File: src/rtl/vga_timing_gen.sv
// VGA raster timing generator: counters, registered decode, sync/DE delay pipe and RGB565 output stage.
// Optional macro VGA_TEST_PATTERN_EN replaces pixel_data_in with 8 vertical colour bars.
module vga_timing_gen #(
    parameter int H_ACTIVE = 640,
    parameter int H_FP     = 16,
    parameter int H_SYNC   = 96,
    parameter int H_BP     = 48,
    parameter int V_ACTIVE = 480,
    parameter int V_FP     = 10,
    parameter int V_SYNC   = 2,
    parameter int V_BP     = 33,
    parameter bit SYNC_POL = 1'b0,
    parameter int PIPE_DLY = 1
) (
    input  logic        clk,
    input  logic        rst,
    input  logic        en,
    input  logic [15:0] pixel_data_in,
    output logic        vga_display_en,
    output logic [9:0]  vga_x_pos,
    output logic [9:0]  vga_y_pos,
    output logic        frame_start,
    output logic        line_start,
    output logic        vga_hs_o,
    output logic        vga_vs_o,
    output logic        vga_de_o,
    output logic [15:0] vga_rgb_o
);
    localparam int H_TOT = H_ACTIVE + H_FP + H_SYNC + H_BP;
    localparam int V_TOT = V_ACTIVE + V_FP + V_SYNC + V_BP;

    localparam logic [10:0] H_ACT_END  = 11'(H_ACTIVE);
    localparam logic [10:0] H_SYNC_BEG = 11'(H_ACTIVE + H_FP);
    localparam logic [10:0] H_SYNC_END = 11'(H_ACTIVE + H_FP + H_SYNC);
    localparam logic [10:0] H_LAST     = 11'(H_TOT - 1);
    localparam logic [10:0] V_ACT_END  = 11'(V_ACTIVE);
    localparam logic [10:0] V_SYNC_BEG = 11'(V_ACTIVE + V_FP);
    localparam logic [10:0] V_SYNC_END = 11'(V_ACTIVE + V_FP + V_SYNC);
    localparam logic [10:0] V_LAST     = 11'(V_TOT - 1);
    localparam logic        SYNC_OFF   = ~SYNC_POL;

    logic [10:0] h_cnt_reg, v_cnt_reg;
    logic [10:0] h_cnt_next, v_cnt_next;
    logic        active_next, hs_next, vs_next;
    logic [9:0]  x_reg, y_reg;
    logic        frame_start_reg, line_start_reg;
    logic [15:0] rgb_reg, rgb_next;

    // Bit 0 of each pipe is the registered raw decode; bit PIPE_DLY drives the connector.
    logic [PIPE_DLY:0] de_pipe_reg, hs_pipe_reg, vs_pipe_reg;

    always_comb begin
        active_next = (h_cnt_reg < H_ACT_END) && (v_cnt_reg < V_ACT_END);
        hs_next     = ((h_cnt_reg >= H_SYNC_BEG) && (h_cnt_reg < H_SYNC_END)) ? SYNC_POL : SYNC_OFF;
        vs_next     = ((v_cnt_reg >= V_SYNC_BEG) && (v_cnt_reg < V_SYNC_END)) ? SYNC_POL : SYNC_OFF;
        h_cnt_next  = h_cnt_reg + 11'd1;
        v_cnt_next  = v_cnt_reg;
        if (h_cnt_reg == H_LAST) begin
            h_cnt_next = '0;
            v_cnt_next = (v_cnt_reg == V_LAST) ? 11'd0 : v_cnt_reg + 11'd1;
        end
    end

`ifdef VGA_TEST_PATTERN_EN
    localparam int BAR_W = H_ACTIVE / 8;

    logic [6:0] bar_edge;
    logic [2:0] bar_next;
    logic [2:0] bar_pipe_reg [PIPE_DLY];
    logic [15:0] pixel_unused;

    assign pixel_unused = pixel_data_in;

    // Thermometer of bar boundaries; its population count is the bar index.
    genvar gi;
    generate
        for (gi = 0; gi < 7; gi++) begin : g_bar_edge
            assign bar_edge[gi] = (h_cnt_reg >= 11'((gi + 1) * BAR_W));
        end
    endgenerate

    always_comb begin
        bar_next = '0;
        for (int i = 0; i < 7; i++) begin
            bar_next = bar_next + {2'b00, bar_edge[i]};
        end
    end

    function automatic logic [15:0] bar_colour(input logic [2:0] idx);
        case (idx)
            3'd0:    return 16'hFFFF;
            3'd1:    return 16'hFFE0;
            3'd2:    return 16'h07FF;
            3'd3:    return 16'h07E0;
            3'd4:    return 16'hF81F;
            3'd5:    return 16'hF800;
            3'd6:    return 16'h001F;
            default: return 16'h0000;
        endcase
    endfunction

    // Bar index travels alongside DE so it arrives with the data-capture tap.
    always_ff @(posedge clk) begin
        if (rst || !en) begin
            for (int i = 0; i < PIPE_DLY; i++) begin
                bar_pipe_reg[i] <= '0;
            end
        end else begin
            bar_pipe_reg[0] <= bar_next;
            for (int i = 1; i < PIPE_DLY; i++) begin
                bar_pipe_reg[i] <= bar_pipe_reg[i-1];
            end
        end
    end

    assign rgb_next = de_pipe_reg[PIPE_DLY-1] ? bar_colour(bar_pipe_reg[PIPE_DLY-1]) : 16'h0000;
`else
    assign rgb_next = de_pipe_reg[PIPE_DLY-1] ? pixel_data_in : 16'h0000;
`endif

    // en=0 behaves exactly like rst so a re-enable starts a clean frame.
    always_ff @(posedge clk) begin
        if (rst || !en) begin
            h_cnt_reg       <= '0;
            v_cnt_reg       <= '0;
            x_reg           <= '0;
            y_reg           <= '0;
            frame_start_reg <= 1'b0;
            line_start_reg  <= 1'b0;
            de_pipe_reg     <= '0;
            hs_pipe_reg     <= {(PIPE_DLY+1){SYNC_OFF}};
            vs_pipe_reg     <= {(PIPE_DLY+1){SYNC_OFF}};
            rgb_reg         <= '0;
        end else begin
            h_cnt_reg       <= h_cnt_next;
            v_cnt_reg       <= v_cnt_next;
            x_reg           <= active_next ? h_cnt_reg[9:0] : 10'd0;
            y_reg           <= active_next ? v_cnt_reg[9:0] : 10'd0;
            frame_start_reg <= (h_cnt_reg == 11'd0) && (v_cnt_reg == 11'd0);
            line_start_reg  <= (h_cnt_reg == 11'd0) && (v_cnt_reg < V_ACT_END);
            de_pipe_reg     <= {de_pipe_reg[PIPE_DLY-1:0], active_next};
            hs_pipe_reg     <= {hs_pipe_reg[PIPE_DLY-1:0], hs_next};
            vs_pipe_reg     <= {vs_pipe_reg[PIPE_DLY-1:0], vs_next};
            rgb_reg         <= rgb_next;
        end
    end

    assign vga_display_en = de_pipe_reg[0];
    assign vga_x_pos      = x_reg;
    assign vga_y_pos      = y_reg;
    assign frame_start    = frame_start_reg;
    assign line_start     = line_start_reg;
    assign vga_de_o       = de_pipe_reg[PIPE_DLY];
    assign vga_hs_o       = hs_pipe_reg[PIPE_DLY];
    assign vga_vs_o       = vs_pipe_reg[PIPE_DLY];
    assign vga_rgb_o      = rgb_reg;

endmodule

File: config.mk
export PLATFORM = sky130hd
export DESIGN_NAME = vga_timing_gen
export DESIGN_NICKNAME = d
export VERILOG_FILES = /design/src/rtl/vga_timing_gen.sv
export SDC_FILE = /design/constraint.sdc
export NUM_CORES = 1
export LEC_CHECK = 0
export CAP_MARGIN = 10
export CORE_AREA = 2 2 81 83
export CTS_CLUSTER_SIZE = 40
export DETAILED_ROUTE_END_ITERATION = 8
export DIE_AREA = 0 0 83 85
export GPL_TIMING_DRIVEN = 0
export PLACE_DENSITY = 0.74
export SYNTH_ARGS = -nofsm -noshare
export SYNTH_HDL_FRONTEND = slang
export SYNTH_SLANG_ARGS = --single-unit
File: constraint.sdc
create_clock -name clk -period 2.34 [get_ports clk]
set_input_delay 0.468 -clock clk [delete_from_list [all_inputs] [get_ports clk]]
set_output_delay 0.468 -clock clk [all_outputs]
set_load 0.02 [all_outputs]
==> key figures, run 1 <==
Power
  • Part of the total power dissipated in sequential elements: 49.1%
  • Pwr/cell area: 693 mW/mm^2
  • Highest ir drop seen on vdd: 0.000414 V
  • Leakage component of the power: 1.24 nW
  • P_sw: 503 uW
  • Portion of total power attributed to the clock network: 46.5%
  • Internal power: 1.82 mW
  • Combinational fraction of design power: 4.4%
  • Net switching fraction of the power: 21.7%

Global route
  • Number of antenna violations at the first check in global routing: 0
  • Total routing usage reported by global routing: 15.1%
  • Via count of the first global-routing pass: 1770
  • Wire length of the first global-routing pass: 8.42 mm
  • Total congestion overflow after global routing: 0
  • Pin count of the biggest net entering global routing: 13

Detailed routing
  • Mean routed wirelength per cell: 13.1 microns
  • Number of detailed-route iterations in the first pass: 4
  • Final ANT Viol Nets: 0
  • Number of design rule violations left after detail routing: 0
  • Detail-routed via count per cell: 4.87
  • Iteration-0 DRC Markers: 152
  • Routed wire length: 5.14 mm
  • Via Count: 1913

STA
  • Fin Clk Skew: 9.53 ps
  • Max-slew violations: 0
  • Final critical delay including setup and external delays: 2210 ps
  • Relative slew slack: 60.0%
  • Worst setup margin: 133 ps
  • Pin slew with the least headroom to its limit: 598 ps
  • Setup repair after global routing missed its margin: false
  • Period Utilization, post-route: 94.3%
  • Count of endpoints failing hold in the final timing report: 0
  • Number of setup violations in the final report: 0
  • Maximum clock frequency: 0.453 GHz

Clock tree
  • H-Tree Depth: 3
  • Clock net sink count: 66
  • Cts-stage hold buffer count: 0
  • Clock buffer count from CTS: 9
  • Clock latency on the worst-skew pair: 340 ps
  • Clock slew at reported path FFs: 80 ps
  • Clock tree from TritonCTS: built
  • Buffer levels on the longest clock path: 2
  • Cell at the root of the clock tree: sky130_fd_sc_hd__clkbuf_8

Synthesis
  • Post-synthesis instance area: 0.00239 sq mm
  • Sequential fraction of the synthesis area: 55.3%
  • Simple-Gate Fraction of Synth Area: 28.2%
  • Synth Area per Inst: 9.96 sq um
  • Number of enable flip-flop cells after synthesis: 0
  • Largest family of logic cells by synthesized area: simple AND/OR/NAND/NOR gates
  • Share of Yosys cell area claimed by the top area cell type: 55.3%
  • YS warnings: 0
  • Synthesized-area fraction occupied by xor and xnor cells: 4.03%
  • Cell taking the most area after synthesis: sky130_fd_sc_hd__dfxtp_1
  • Share of flip-flops with an asynchronous set or reset: 0%
  • Syn nets: 264
  • Multiplexer share of the synthesized area: 1.26%
  • Leading register cell type out of synthesis: sky130_fd_sc_hd__dfxtp_1
  • Post-synthesis compound-gate area fraction: 4.13%
  • Synthesized instance count: 240
  • Adder and majority cell fraction of the synthesized area: 2.62%
  • Count of different cell masters after synthesis: 39
  • Cells taking the most area after synthesis: sky130_fd_sc_hd__dfxtp_1, sky130_fd_sc_hd__and3_1, sky130_fd_sc_hd__nor2_1
  • Synthesis-stage register bit count: 66

Run status
  • Run status: finished, final reports clean

Worst setup path
  • Arrival time reported for the critical path endpoint: 2440 ps
  • Type of element launching the critical path: register
  • Crit Path Class: reg -> reg
  • WP data required: 2570 ps
  • Endpoint class of the critical path: register
  • Maximum fanout count along the critical path: 9

Floorplanning
  • I/O pin total: 61
  • Placement row count: 29
  • Starting density of the core: 38.5%
  • Die width: 83 microns
  • Placeable Area: 0.00620 sq mm
  • Die Y: 85 microns
  • Die Footprint: 0.00706 sq mm

Place
  • Placer congestion estimate: 0.905
  • Cell area reported after detailed placement: 0.00309 sq mm
  • Minimum setup slack after placement: -645 ps
  • Port Buffers: 60
  • DP HPWL: 3.47 mm

Min path
  • Min-Delay Path Class: reg -> reg

Cells and area
  • Final-stage net count: 335
  • Layout cell share with drive strength beyond 1: 10.1%
  • Post-route core utilization: 54.0%
  • Number of inserted diodes: 0
  • Max FFs per register: 16
  • Final cell area excluding filler cells: 0.00335 sq mm
  • Area growth, synth to finish: 40.1%
  • Layout fillers: 561

Job
  • Maximum capacitance violations: 0
power by group through the flow:
stage / Sequential, mW / Clock, mW / Combinational [mW]
2_1_floorplan: 1.18 / 0 / 0.0281
3_3_place_gp: 1.17 / 0 / 0.0996
3_5_place_dp: 1.17 / 0 / 0.101
4_1_cts: 1.14 / 1.10 / 0.102
5_1_grt: 1.14 / 1.16 / 0.111
6_report: 1.14 / 1.08 / 0.102
metal layers:
metal | GRT usage (%) | up-vias | share of wire, %
met5 | 0 | - | 0
met4 | 7.60 | 0 | 1.7
met3 | 5.54 | 7 | 6.1
met2 | 22.4 | 65 | 44
met1 | 19.5 | 868 | 48
li1 | - | 973 | -
cell families after synthesis:
group           Yosys count
fa+ha+maj                 5
simple gates            116
other cells               1
flops                    66
mux                       3
compound gates           15
xor+xnor                 11
buf+inv                  23
synthesized netlist by cell type, types with 5 or more instances:
cell type                   n
sky130_fd_sc_hd__nand4_1    6
sky130_fd_sc_hd__ha_1       5
sky130_fd_sc_hd__nor4_1    11
sky130_fd_sc_hd__nand2_1    9
sky130_fd_sc_hd__dfxtp_1   66
sky130_fd_sc_hd__nor2_1    22
sky130_fd_sc_hd__nor3_1     7
sky130_fd_sc_hd__and2_1    13
sky130_fd_sc_hd__and3_1    16
sky130_fd_sc_hd__inv_1      9
sky130_fd_sc_hd__nand2b_1   7
sky130_fd_sc_hd__nand3_1    7
sky130_fd_sc_hd__xnor2_1    7
sky130_fd_sc_hd__clkbuf_1  10
final timing paths:
path	startpoint	endpoint	slack [ps]	depth (start not counted)
worst min-delay path	hs_pipe_reg[0]$_SDFF_PP1_	hs_pipe_reg[1]$_SDFF_PP1_	400	1
worst max register to register	h_cnt_reg[4]$_SDFF_PP0_	v_cnt_reg[3]$_SDFFE_PP0N_	130	7
worst min register to register	hs_pipe_reg[0]$_SDFF_PP1_	hs_pipe_reg[1]$_SDFF_PP1_	400	1
worst max-delay path	h_cnt_reg[4]$_SDFF_PP0_	v_cnt_reg[3]$_SDFFE_PP0N_	130	7
cells in the final DEF (no fill, tap or decap), types with 2 or more instances in the layout:
cell,netlist,routed
sky130_fd_sc_hd__o21ai_1,1,2
sky130_fd_sc_hd__nand2b_1,7,7
sky130_fd_sc_hd__and2_1,13,13
sky130_fd_sc_hd__nor2_1,22,22
sky130_fd_sc_hd__clkinvlp_4,0,2
sky130_fd_sc_hd__nand4_1,6,6
sky130_fd_sc_hd__nand2_1,9,9
sky130_fd_sc_hd__and3_1,16,16
sky130_fd_sc_hd__nor2b_1,2,2
sky130_fd_sc_hd__nand3b_1,2,2
sky130_fd_sc_hd__o211ai_1,4,4
sky130_fd_sc_hd__o31ai_1,4,4
sky130_fd_sc_hd__nor4_1,11,11
sky130_fd_sc_hd__xnor2_1,7,7
sky130_fd_sc_hd__dfxtp_1,66,66
sky130_fd_sc_hd__buf_4,0,2
sky130_fd_sc_hd__ha_1,5,5
sky130_fd_sc_hd__nor3_1,7,6
sky130_fd_sc_hd__clkbuf_8,0,10
sky130_fd_sc_hd__nand3_1,7,7
sky130_fd_sc_hd__xor2_1,4,4
sky130_fd_sc_hd__and4_1,2,2
sky130_fd_sc_hd__clkdlybuf4s50_1,0,60
sky130_fd_sc_hd__a21oi_1,3,3
sky130_fd_sc_hd__bufinv_16,0,2
sky130_fd_sc_hd__or4_4,1,2
sky130_fd_sc_hd__inv_1,9,9
sky130_fd_sc_hd__clkbuf_1,10,7
sky130_fd_sc_hd__buf_6,2,2
sky130_fd_sc_hd__buf_2,2,2
sky130_fd_sc_hd__mux2i_1,3,3
repair_timing:
action | 4_1_cts | 5_1_grt
buffers inserted | 2 | 0
pin swaps | 1 | 1
setup endpoints to repair | 14 | 24
gates resized for setup | 3 | 4
stage by stage:
stage / hold slack [ps] / TNS, ps / cells / total power, mW
2_1_floorplan: 386 / 0 / 240 / 1.21
3_3_place_gp: 390 / -6270 / 377 / 1.27
3_5_place_dp: 399 / -7150 / 377 / 1.27
4_1_cts: 411 / 0 / 395 / 2.35
5_1_grt: 431 / 0 / 393 / 2.42
6_report: 401 / 0 / 393 / 2.32
critical path, cell delays in order (launching register included):
cell and delay (ps):
sky130_fd_sc_hd__dfxtp_1 310, sky130_fd_sc_hd__clkbuf_1 310, sky130_fd_sc_hd__nand4_1 230, sky130_fd_sc_hd__buf_4 210, sky130_fd_sc_hd__buf_4 150, sky130_fd_sc_hd__or4_2 670
sky130_fd_sc_hd__xor2_1 170, sky130_fd_sc_hd__nor2_1 60
final cells by class:
| cell class | count | area (sq um) | area share, % |
|---|---|---|---|
| Tap cell | 77 | 96.3 | 2.88 |
| Buffer | 12 | 66.3 | 1.98 |
| Clock buffer | 10 | 138 | 4.11 |
| Clock inverter | 6 | 88.8 | 2.65 |
| Sequential cell | 66 | 1320 | 39.4 |
| Inverter | 9 | 33.8 | 1.01 |
| Multi-Input combinational cell | 151 | 990 | 29.5 |
| Timing Repair Buffer | 62 | 616 | 18.4 |
Power figures use the tool's default switching activity.
==> run 2, diff against run 1 <==
CTS_CLUSTER_DIAMETER = 150   (was default)
PLACE_DENSITY = 0.66   (was 0.74)
==> run 2 against run 1 <==
  * Largest power group is now the clock network
  * Highest routed layer unchanged
  * Utilization up 0.28 points
  * Combinational power about the same
  * Sequential power about the same
==> key figures, run 2 (synthesized netlist as in run 1, its figures left out) <==
Min path
  • Min-Delay Path Class: reg -> reg (unchanged)
  • Worst hold path startpoint: hs_pipe_reg[0]$_SDFF_PP1_ (unchanged)
  • Worst Hold Endpoint: hs_pipe_reg[1]$_SDFF_PP1_ (unchanged)
  • Hold Path Stages: 1 (unchanged)

STA
  • Worst setup margin: 133 ps (about the same)
  • Hold slack final: 411 ps (was 401 ps)
  • Count of endpoints failing hold in the final timing report: 0 (unchanged)
  • Period Utilization, post-route: 94.3% (about the same)
  • Fin Clk Skew: 5.95 ps (was 9.53 ps)
  • Pin slew with the least headroom to its limit: 613 ps (was 598 ps)
  • Number of setup violations in the final report: 0 (unchanged)
  • Final critical delay including setup and external delays: 2210 ps (about the same)
  • Setup repair after global routing missed its margin: false (unchanged)
  • Relative slew slack: 59.0% (was 60.0%)
  • Max-slew violations: 0 (unchanged)
  • Maximum clock frequency: 0.453 GHz (about the same)

Detailed routing
  • Mean routed wirelength per cell: 12.9 microns (was 13.1 microns)
  • Detail-routed via count per cell: 4.83 (was 4.87)
  • Number of design rule violations left after detail routing: 0 (unchanged)
  • Via Count: 1897 (was 1913)
  • Number of detailed-route iterations in the first pass: 4 (unchanged)
  • Routed wire length: 5.05 mm (was 5.14 mm)
  • Wire length on met1: 2.50 mm (was 2.49 mm)
  • Routed wl met3: 260 microns (was 315 microns)
  • Highest metal layer with signal wires: met4 (unchanged)
  • Total length of routed met2 wires: 2.17 mm (was 2.25 mm)
  • Iteration-0 DRC Markers: 131 (was 152)
  • Final ANT Viol Nets: 0 (unchanged)

Floorplanning
  • Starting density of the core: 38.5% (unchanged)
  • Placeable Area: 0.00620 sq mm (unchanged)
  • Die width: 83 microns (unchanged)
  • Placement row count: 29 (unchanged)
  • I/O pin total: 61 (unchanged)
  • Die Y: 85 microns (unchanged)
  • Die Footprint: 0.00706 sq mm (unchanged)

Place
  • Minimum setup slack after placement: -618 ps (was -645 ps)
  • Port Buffers: 60 (unchanged)
  • Placed instance count: 377 (unchanged)
  • DP HPWL: 3.45 mm (was 3.47 mm)
  • Placer congestion estimate: 0.833 (was 0.905)
  • Cell area reported after detailed placement: 0.00309 sq mm (unchanged)

Cells and area
  • Layout cell share with drive strength beyond 1: 9.81% (was 10.1%)
  • Most frequent standard cell in the layout excluding fill and tap cells: sky130_fd_sc_hd__dfxtp_1 (unchanged)
  • Area occupied by registers: 0.00132 sq mm (unchanged)
  • Area growth, synth to finish: 40.8% (was 40.1%)
  • Layout fillers: 561 (unchanged)
  • Area taken by multi-input logic gates: 992 sq um (was 990 sq um)
  • Final-stage net count: 335 (unchanged)
  • Max FFs per register: 16 (unchanged)
  • Final Non-Filler Cells: 393 (unchanged)
  • Number of inserted diodes: 0 (unchanged)
  • Post-route core utilization: 54.3% (was 54.0%)
  • Most used cells in the layout excluding fill and tap cells: sky130_fd_sc_hd__dfxtp_1, sky130_fd_sc_hd__clkdlybuf4s50_1, sky130_fd_sc_hd__nor2_1 (unchanged)
  • Final cell area excluding filler cells: 0.00337 sq mm (was 0.00335 sq mm)

Global route
  • Via count of the first global-routing pass: 1818 (was 1770)
  • Total congestion overflow after global routing: 0 (unchanged)
  • Total routing usage reported by global routing: 15.3% (was 15.1%)
  • Pin count of the biggest net entering global routing: 12 (was 13)
  • Wire length of the first global-routing pass: 8.60 mm (was 8.42 mm)
  • Number of antenna violations at the first check in global routing: 0 (unchanged)

Clock tree
  • Cell at the root of the clock tree: sky130_fd_sc_hd__clkbuf_8 (unchanged)
  • Clock buffer count from CTS: 9 (unchanged)
  • Clock net sink count: 66 (unchanged)
  • H-Tree Depth: 3 (unchanged)
  • Buffer levels on the longest clock path: 2 (unchanged)
  • Clock slew at reported path FFs: 70 ps (was 80 ps)
  • Clock tree from TritonCTS: built (unchanged)
  • Clock latency on the worst-skew pair: 340 ps (about the same)

Job
  • Maximum capacitance violations: 0 (unchanged)

Power
  • Leakage component of the power: 1.25 nW (was 1.24 nW)
  • Pwr/cell area: 714 mW/mm^2 (was 693 mW/mm^2)
  • Highest ir drop seen on vdd: 0.000446 V (was 0.000414 V)

Worst setup path
  • Critical register-to-register path startpoint: h_cnt_reg[7]$_SDFF_PP0_ (was h_cnt_reg[4]$_SDFF_PP0_)
  • Type of element launching the critical path: register (unchanged)
  • Worst r2r path cells: 6 (was 7)
  • Maximum fanout count along the critical path: 10 (was 9)
  • Endpoint class of the critical path: register (unchanged)
  • Reg2reg end: v_cnt_reg[9]$_SDFFE_PP0N_ (was v_cnt_reg[3]$_SDFFE_PP0N_)
  • Arrival time reported for the critical path endpoint: 2470 ps (was 2440 ps)
  • WP data required: 2610 ps (was 2570 ps)
  • Flop-to-flop setup slack: 130 ps (about the same)
  • Crit Path Class: reg -> reg (unchanged)

Run status
  • Run status: finished, final reports clean (unchanged)
[run 2: changes by cell type in the layout (fill, tap and decap cells not counted), sizes merged]
cell,previous run,this run
clkinvlp,2,0
bufinv,2,3
clkbuf,18,19
inv,10,9
buf,6,7
[run 2: area by class of cell]
class | instances | area share [%]
repair buffers | 62 | 18.3
inverters | 9 | 1.00
flip-flops and latches | 66 | 39.2
clock inverters | 4 | 2.94
clock buffers | 12 | 4.31
multi-input cells | 151 | 29.5
plain buffers | 12 | 1.90
well taps | 77 | 2.86
[run 2: routing by layer]
metal	vias to the layer above	global-route usage [%]
met5	-	0
met2	67	22.2
li1	971	-
met4	0	9.54
met3	9	3.70
met1	850	20.5
[run 2: how the worst max path moves through the flow]
| stage | start | endpoint | slack [ps] | cells after the start |
|---|---|---|---|---|
| after floorplan | h_cnt_reg[5]$_SDFF_PP0_ | v_cnt_reg[10]$_SDFFE_PP0N_ | 210 | 6 |
| after global placement | rst | vga_x_pos[3]$_SDFF_PP0_ | -580 | 7 |
| after detailed placement | rst | vga_y_pos[8]$_SDFF_PP0_ | -620 | 7 |
| after CTS | rst | vga_y_pos[8]$_SDFF_PP0_ | 6 | 7 |
| after global routing | h_cnt_reg[7]$_SDFF_PP0_ | v_cnt_reg[8]$_SDFFE_PP0N_ | 50 | 6 |
| final | h_cnt_reg[7]$_SDFF_PP0_ | v_cnt_reg[9]$_SDFFE_PP0N_ | 130 | 6 |
[run 2: where the power goes]
part / internal, mW / leakage (nW) / switching (mW) / total [mW]
logic: 0.0538 / 0.598 / 0.0482 / 0.102
registers: 1.13 / 0.534 / 0.00559 / 1.14
clock network: 0.740 / 0.121 / 0.422 / 1.16
total: 1.93 / 1.25 / 0.476 / 2.40
[run 2: worst max-delay path, stage by stage (launching register included)]
cell                      delay (ps)
sky130_fd_sc_hd__dfxtp_1         290
sky130_fd_sc_hd__buf_2           160
sky130_fd_sc_hd__or4b_4          540
sky130_fd_sc_hd__or4_4           520
sky130_fd_sc_hd__buf_6           160
sky130_fd_sc_hd__or4_1           390
sky130_fd_sc_hd__o21ai_1          80
[run 2: per-stage QoR]
stage,TNS [ps],power [mW]
2_1_floorplan,0,1.21
5_1_grt,0,2.49
3_5_place_dp,-7070,1.27
6_report,0,2.40
3_3_place_gp,-6420,1.27
4_1_cts,0,2.43
[run 2: what timing repair did]
item                                    CTS  global route
gates resized for setup                   3             5
pin swaps                                 1             1
hold buffers                              0             0
endpoints found under the setup margin   15            21
setup buffers                             2             0
==> run 3, diff against run 2 <==
HOLD_SLACK_MARGIN = 0.03   (was default)
==> results of run 3 <==
The final DEF is identical to that of run 2; final timing and power are the same.
